`src/rtl/npu_pkg.sv`:
```
// Shared types and helpers for the NPU streaming convolution engine.
package npu_pkg;

  typedef enum logic [1:0] {
    S_IDLE  = 2'd0,
    S_RUN   = 2'd1,
    S_DRAIN = 2'd2
  } state_e;

  localparam int unsigned K_DEFAULT = 3;
  // Weight addresses 0..K*K-1 are taps in row-major order; the next address is the bias.
  localparam int unsigned BIAS_ADDR = K_DEFAULT * K_DEFAULT;

  // Minimum signed accumulator width for K*K products of an unsigned DW pixel and a signed DW weight.
  function automatic int unsigned acc_min_width(input int unsigned dw, input int unsigned k);
    return 2 * dw + 1 + $clog2(k * k);
  endfunction

endpackage

```
`src/rtl/window_line_buffer.sv`:
```
// K-1 line buffers plus a KxK shift window over a raster pixel stream.
// Window row 0 is the oldest line; column K-1 is the most recent pixel.
module window_line_buffer #(
  parameter int unsigned K     = 3,
  parameter int unsigned IMG_W = 15,
  parameter int unsigned DW    = 8
) (
  input  logic                          clk,
  input  logic                          rst,
  input  logic                          shift_en_i,
  input  logic [$clog2(IMG_W)-1:0]      col_i,
  input  logic [DW-1:0]                 pix_i,
  output logic [K*K-1:0][DW-1:0]        win_o
);

  logic [DW-1:0] lb_q  [K-1][IMG_W];
  logic [DW-1:0] win_q [K][K];
  logic [DW-1:0] colv  [K];

  // Incoming column: line buffer K-2 holds the oldest row, the live pixel is the newest.
  always_comb begin
    for (int i = 0; i < K; i++) colv[i] = '0;
    for (int i = 0; i < K - 1; i++) colv[i] = lb_q[K-2-i][col_i];
    colv[K-1] = pix_i;
  end

  always_ff @(posedge clk or posedge rst) begin
    if (rst) begin
      for (int a = 0; a < K - 1; a++)
        for (int b = 0; b < IMG_W; b++) lb_q[a][b] <= '0;
      for (int i = 0; i < K; i++)
        for (int j = 0; j < K; j++) win_q[i][j] <= '0;
    end else if (shift_en_i) begin
      lb_q[0][col_i] <= pix_i;
      for (int a = 1; a < K - 1; a++) lb_q[a][col_i] <= lb_q[a-1][col_i];
      for (int i = 0; i < K; i++) begin
        for (int j = 0; j < K - 1; j++) win_q[i][j] <= win_q[i][j+1];
        win_q[i][K-1] <= colv[i];
      end
    end
  end

  always_comb begin
    for (int i = 0; i < K; i++)
      for (int j = 0; j < K; j++) win_o[i*K+j] = win_q[i][j];
  end

endmodule

```
`src/rtl/conv_stream_engine.sv`:
```
// Streaming KxK convolution: line-buffered window, registered products, adder tree + bias + ReLU.
// Handshake: a beat transfers on a rising edge where valid && ready; the sender holds data until then.
module conv_stream_engine
  import npu_pkg::*;
#(
  parameter int unsigned K     = 3,
  parameter int unsigned IMG_W = 15,
  parameter int unsigned IMG_H = 16,
  parameter int unsigned DW    = 8,
  parameter int unsigned ACC_W = 24
) (
  input  logic                       clk,
  input  logic                       rst,
  input  logic                       start,
  input  logic                       relu_en,
  input  logic                       w_we,
  input  logic [$clog2(K*K+1)-1:0]   w_addr,
  input  logic [ACC_W-1:0]           w_data,
  input  logic                       in_valid,
  output logic                       in_ready,
  input  logic [DW-1:0]              in_data,
  output logic                       out_valid,
  input  logic                       out_ready,
  output logic [ACC_W-1:0]           out_data,
  output logic                       out_last,
  output logic                       busy,
  output logic                       done,
  output state_e                     dbg_state
);

  localparam int unsigned NTAP = K * K;
  localparam int unsigned AW   = $clog2(K*K+1);
  localparam int unsigned PW   = 2 * DW + 1;
  localparam int unsigned CW   = $clog2(IMG_W);
  localparam int unsigned RW   = $clog2(IMG_H);
  localparam int unsigned OUTS = (IMG_H - K + 1) * (IMG_W - K + 1);
  localparam int unsigned OCW  = $clog2(OUTS + 1);

  if (ACC_W < acc_min_width(DW, K)) begin : g_acc_w_check
    $error("conv_stream_engine: ACC_W too narrow for exact K*K accumulation");
  end

  state_e                   state_q, state_d;
  logic [CW-1:0]            col_q;
  logic [RW-1:0]            row_q;
  logic [OCW-1:0]           out_cnt_q;
  logic                     relu_q;
  logic signed [DW-1:0]     w_q [NTAP];
  logic signed [ACC_W-1:0]  bias_q;
  logic [NTAP-1:0][DW-1:0]  win;
  logic                     win_vld_q, prod_vld_q;
  logic signed [PW-1:0]     prod_q [NTAP];
  logic signed [PW-1:0]     prod_d [NTAP];
  logic signed [ACC_W-1:0]  sum, res;
  logic                     out_valid_q, out_last_q;
  logic [ACC_W-1:0]         out_data_q;

  logic stall, advance, accept, last_pix, win_ok, pipe_empty;

  // Any unaccepted result freezes window, products and output together.
  assign stall      = out_valid_q && !out_ready;
  assign advance    = !stall;
  assign accept     = in_valid && in_ready;
  assign last_pix   = accept && (row_q == RW'(IMG_H-1)) && (col_q == CW'(IMG_W-1));
  assign win_ok     = (row_q >= RW'(K-1)) && (col_q >= CW'(K-1));
  assign pipe_empty = !win_vld_q && !prod_vld_q && !out_valid_q;

  always_ff @(posedge clk or posedge rst) begin
    if (rst) state_q <= S_IDLE;
    else     state_q <= state_d;
  end

  always_comb begin
    state_d = state_q;
    case (state_q)
      S_IDLE:  if (start)      state_d = S_RUN;
      S_RUN:   if (last_pix)   state_d = S_DRAIN;
      S_DRAIN: if (pipe_empty) state_d = S_IDLE;
      default:                 state_d = S_IDLE;
    endcase
  end

  always_comb begin
    in_ready  = (state_q == S_RUN) && !stall;
    busy      = (state_q == S_RUN) || (state_q == S_DRAIN);
    done      = (state_q == S_DRAIN) && pipe_empty;
    dbg_state = state_q;
  end

  always_ff @(posedge clk or posedge rst) begin
    if (rst) begin
      col_q     <= '0;
      row_q     <= '0;
      out_cnt_q <= '0;
      relu_q    <= 1'b0;
    end else if (state_q == S_IDLE && start) begin
      col_q     <= '0;
      row_q     <= '0;
      out_cnt_q <= '0;
      relu_q    <= relu_en;
    end else begin
      if (accept) begin
        if (col_q == CW'(IMG_W-1)) begin
          col_q <= '0;
          row_q <= row_q + 1'b1;
        end else begin
          col_q <= col_q + 1'b1;
        end
      end
      if (advance && prod_vld_q) out_cnt_q <= out_cnt_q + 1'b1;
    end
  end

  always_ff @(posedge clk or posedge rst) begin
    if (rst) begin
      for (int i = 0; i < NTAP; i++) w_q[i] <= '0;
      bias_q <= '0;
    end else if (state_q == S_IDLE && w_we) begin
      for (int i = 0; i < NTAP; i++)
        if (w_addr == AW'(i)) w_q[i] <= w_data[DW-1:0];
      if (w_addr == AW'(NTAP)) bias_q <= w_data;
    end
  end

  window_line_buffer #(
    .K     (K),
    .IMG_W (IMG_W),
    .DW    (DW)
  ) u_window (
    .clk        (clk),
    .rst        (rst),
    .shift_en_i (accept),
    .col_i      (col_q),
    .pix_i      (in_data),
    .win_o      (win)
  );

  always_comb begin
    for (int i = 0; i < NTAP; i++)
      prod_d[i] = PW'($signed({1'b0, win[i]})) * PW'(w_q[i]);
  end

  always_ff @(posedge clk or posedge rst) begin
    if (rst) begin
      win_vld_q  <= 1'b0;
      prod_vld_q <= 1'b0;
      for (int i = 0; i < NTAP; i++) prod_q[i] <= '0;
    end else if (advance) begin
      win_vld_q  <= accept && win_ok;
      prod_vld_q <= win_vld_q;
      if (win_vld_q)
        for (int i = 0; i < NTAP; i++) prod_q[i] <= prod_d[i];
    end
  end

  // ReLU is applied after the bias so a positive bias can lift small negative sums.
  always_comb begin
    sum = bias_q;
    for (int i = 0; i < NTAP; i++) sum = sum + ACC_W'(prod_q[i]);
    res = (relu_q && sum[ACC_W-1]) ? '0 : sum;
  end

  always_ff @(posedge clk or posedge rst) begin
    if (rst) begin
      out_valid_q <= 1'b0;
      out_data_q  <= '0;
      out_last_q  <= 1'b0;
    end else if (advance) begin
      out_valid_q <= prod_vld_q;
      if (prod_vld_q) begin
        out_data_q <= res;
        out_last_q <= (out_cnt_q == OCW'(OUTS-1));
      end else begin
        out_last_q <= 1'b0;
      end
    end
  end

  assign out_valid = out_valid_q;
  assign out_data  = out_data_q;
  assign out_last  = out_last_q;

endmodule

```
`config.mk`:
```
export PLATFORM = sky130hd
export DESIGN_NAME = conv_stream_engine
export DESIGN_NICKNAME = d
export VERILOG_FILES = /design/src/rtl/npu_pkg.sv /design/src/rtl/window_line_buffer.sv /design/src/rtl/conv_stream_engine.sv
export SDC_FILE = /design/constraint.sdc
export NUM_CORES = 2
export LEC_CHECK = 0
export ABC_AREA = 1
export ABC_CLOCK_PERIOD_IN_PS = 13800
export CAP_MARGIN = 20
export CORE_MARGIN = 2
export CORE_UTILIZATION = 50
export CTS_BUF_LIST = sky130_fd_sc_hd__clkbuf_4 sky130_fd_sc_hd__clkbuf_8
export DETAILED_ROUTE_END_ITERATION = 12
export PLACE_DENSITY = 0.66
export SLEW_MARGIN = 10
export SYNTH_ARGS = -nofsm -noshare
export SYNTH_HDL_FRONTEND = slang
export SYNTH_HIERARCHICAL = 1
export SYNTH_SLANG_ARGS = --single-unit
```
`constraint.sdc`:
```
create_clock -name clk -period 13.8 [get_ports clk]
set_input_delay 1.38 -clock clk [delete_from_list [all_inputs] [get_ports clk]]
set_output_delay 1.38 -clock clk [all_outputs]
set_load 0.05 [all_outputs]
```
==> results.yml <==
global_routing:
  grt_pass1_vias: 41900
  track_usage_pct: 26.9
  grt_max_degree: 105
  grt_first_pass_wirelength_mm: 228
  gr-total-overflow: 0
  antenna_found_initial: 6
hold_path:
  hold_class: "flop to flop"
logic_synthesis:
  yosysTopAreaCellShare_pct: 29.2
  synth_xor_area_share_pct: 0.940
  postSynthCellCount: 6609
  synth_cell_types: 48
  synth_area_leaders: "dfrtp_1 (29%), fa_1 (19%), nand2_1 (16%)"
  yosysSeqAreaShare_pct: 29.2
  synth_warnings: 6
  ys_seq_elements: 608
  synth_mux_area_share_pct: 0.108
  yosys.area_share.simple_pct: 23.0
  yosys.area.top_type: "dfrtp_1"
  synth_top_family_by_area: "adder cells"
  synth_fa_ha_area_share_pct: 29.1
  synth_compound_area_share_pct: 6.52
  synthesis.area_sq_mm: 0.0522
  synth_area_per_cell_sq_um: 7.89
  syn_nets: 7570
clock_network:
  h-tree-depth: 3
  cts_buffers: 107
  ctsResizeCount: 0
  clkSlewWorstSetupHoldPaths_ps: 60
  cts.sinks: 608
  post_cts_buffers: 0
  cts_tree: "yes"
  cts-root-buf: "clkbuf_8"
  ctsHoldBuffers: 0
  clk_latency_ps: 810
  cts.path.max_buffers: 3
placement:
  place_area_sq_mm: 0.0536
  portBuffers: 73
  placedCellCount: 7791
  hpwlAfterDp_mm: 104
  place_congestion: 0.913
  dp_slack_ps: 8560
setup_path:
  cp_common_cell: "fa_1"
  crit_type: "flop to flop"
  cpPeakStageDelay_ps: 860
  cp_top_family: "adder cells"
  critPathBufInv: 5
  worstSetupStartpointType: "flop"
  slowest_stage: "fa_1"
  arrival_ps: 5860
  endpoint_kind: "flop"
  crit_path_max_fanout: 23
  critPathRequiredTime_ps: 14430
  path_cells: "fa_1 -> inv_1 -> fa_1 -> inv_1 -> fa_1 -> inv_1 -> fa_1 -> fa_1 -> inv_1 -> ha_1 -> nand2_2 -> nor2_2 -> nand3_2 -> nor2_1 -> nand2_1 -> nand3_2 -> inv_2 -> nand2_4 -> nand3_4 -> nand3_1 -> nand2_1"
die:
  io_pins: 74
  die-area_sq_mm: 0.107
  core-area_sq_mm: 0.103
  start_util_pct: 50.4
  die_x_um: 327
  die_h_um: 327
  fp-row-count: 118
sta:
  min_period_ps: 5220
  fin_setup_tns_ps: 0
  period_share_pct: 37.9
  hold_violations: 0
  max_freq_ghz: 0.191
  finalMaxSlewViolations: 0
  worst_pin_slew_ps: 1080
  fin_ws_ps: 8580
  rsz0062_at_grt: "no"
  slew_headroom_pct: 27.8
  fin_skew_ps: 66.9
  finalSetupViolations: 0
final_layout:
  layout.cells.non_filler: 7992
  drive_gt1_share_pct: 6.43
  nets: 7482
  final_area_sq_mm: 0.0562
  final_common_cell: "nand2_1"
  area_growth_pct: 7.72
  final_cell_mix: "nand2_1 (2,202), inv_1 (1,168), dfrtp_1 (606), fa_1 (494), ha_1 (424)"
detailed_routing:
  antenna_left: 0
  drtIter0Drc: 3144
  drc_errors: 0
  drt-pass1-iter-count: 6
  viasPerCell: 5.19
  wl_per_cell_um: 17.4
  wirelength_mm: 139
  num_vias: 41500
outcome:
  status: "completed"
job:
  drv_cap: 0
[cell type report]
class	instances	area (sq um)
Fill cell	9904	47300
Multi-Input combinational cell	4505	31200
Sequential cell	608	15200
Inverter	1197	4510
Clock buffer	165	2110
Tap cell	1380	1730
Timing Repair Buffer	102	988
Clock inverter	34	480
Antenna cell	1	2.50
[worst register-to-register path: cells and delay by family, from the launching register on]
kind	cells	cell delay [ps]
adder cells (fa/ha/maj)	6	3150
AND/OR/NAND/NOR	10	1230
flip-flops	1	400
buffers and inverters	5	300
[synth_stat cells, drive strengths merged]
library cell / instances
or2: 70
o31a: 4
nand3b: 7
nand2b: 5
fa: 494
nor4: 4
a21oi: 141
o211ai: 1
xnor2: 16
o21bai: 7
dfrtp: 608
a21o: 1
o21a: 5
and2: 1
nand3: 236
mux2: 5
nor2: 191
xor2: 40
a31oi: 23
buf: 70
o31ai: 1
o21ai: 461
a211oi: 1
clkbuf: 229
ha: 424
nor3: 39
o22ai: 3
o32ai: 1
nand4: 87
nor3b: 1
nand2: 2234
inv: 1197
a21boi: 2
[per-layer routing]
layer	share of wire [%]	wire (um)	up-vias	GRT usage [%]
met4	3.9	5370	4	9.85
li1	-	-	20000	-
met3	5.3	7380	261	3.58
met1	44	61400	20100	36.7
met5	0.019	27	-	0
met2	47	64900	1113	43.9
[final timing paths]
check	start	end	slack (ps)	depth (start not counted)
worst max-delay path	prod_q[50]$_DFFE_PP0P_	out_data[22]$_DFFE_PP0P_	8580	21
worst min-delay path	out_data[21]$_DFFE_PP0P_	out_data[21]$_DFFE_PP0P_	480	2
worst max register to register	prod_q[50]$_DFFE_PP0P_	out_data[22]$_DFFE_PP0P_	8580	21
worst min register to register	out_data[21]$_DFFE_PP0P_	out_data[21]$_DFFE_PP0P_	480	2
max in group asynchronous	rst	u_window/lb_q[154]$_DFFE_PP0P_	10100	4
min in group asynchronous	rst	col_q[0]$_DFFE_PP0P_	1210	2
[registers in the layout, summed over array words and instances (netlist names), 8 cells and up]
name            cells
out_data           24
u_window/lb_q     240
u_window/win_o     72
w_q                72
out_cnt_q           8
bias_q             24
prod_q            153
[kinds of logic (layout without fill, tap and decap cells)]
group                      after synthesis  after routing
and+or+nand+nor                       2875           2875
adders and majority gates              918            918
buffers and inverters                 1496           1498
AOI/OAI and AO/OA                      651            651
xor gates and xnor gates                56             56
muxes                                    5              5
other                                    0              1
DFF                                    608            608
[metrics by stage]
| stage | util, % | hold slack (ps) |
|---|---|---|
| 2_1_floorplan | - | 440 |
| 3_3_place_gp | 51.7 | 463 |
| 3_5_place_dp | 51.8 | 466 |
| 4_1_cts | 54.3 | 482 |
| 5_1_grt | 54.3 | 494 |
| 6_report | 54.3 | 478 |
Power is not shown: default switching activity piles up to over one toggle a cycle in this logic, so the estimate is an artifact.
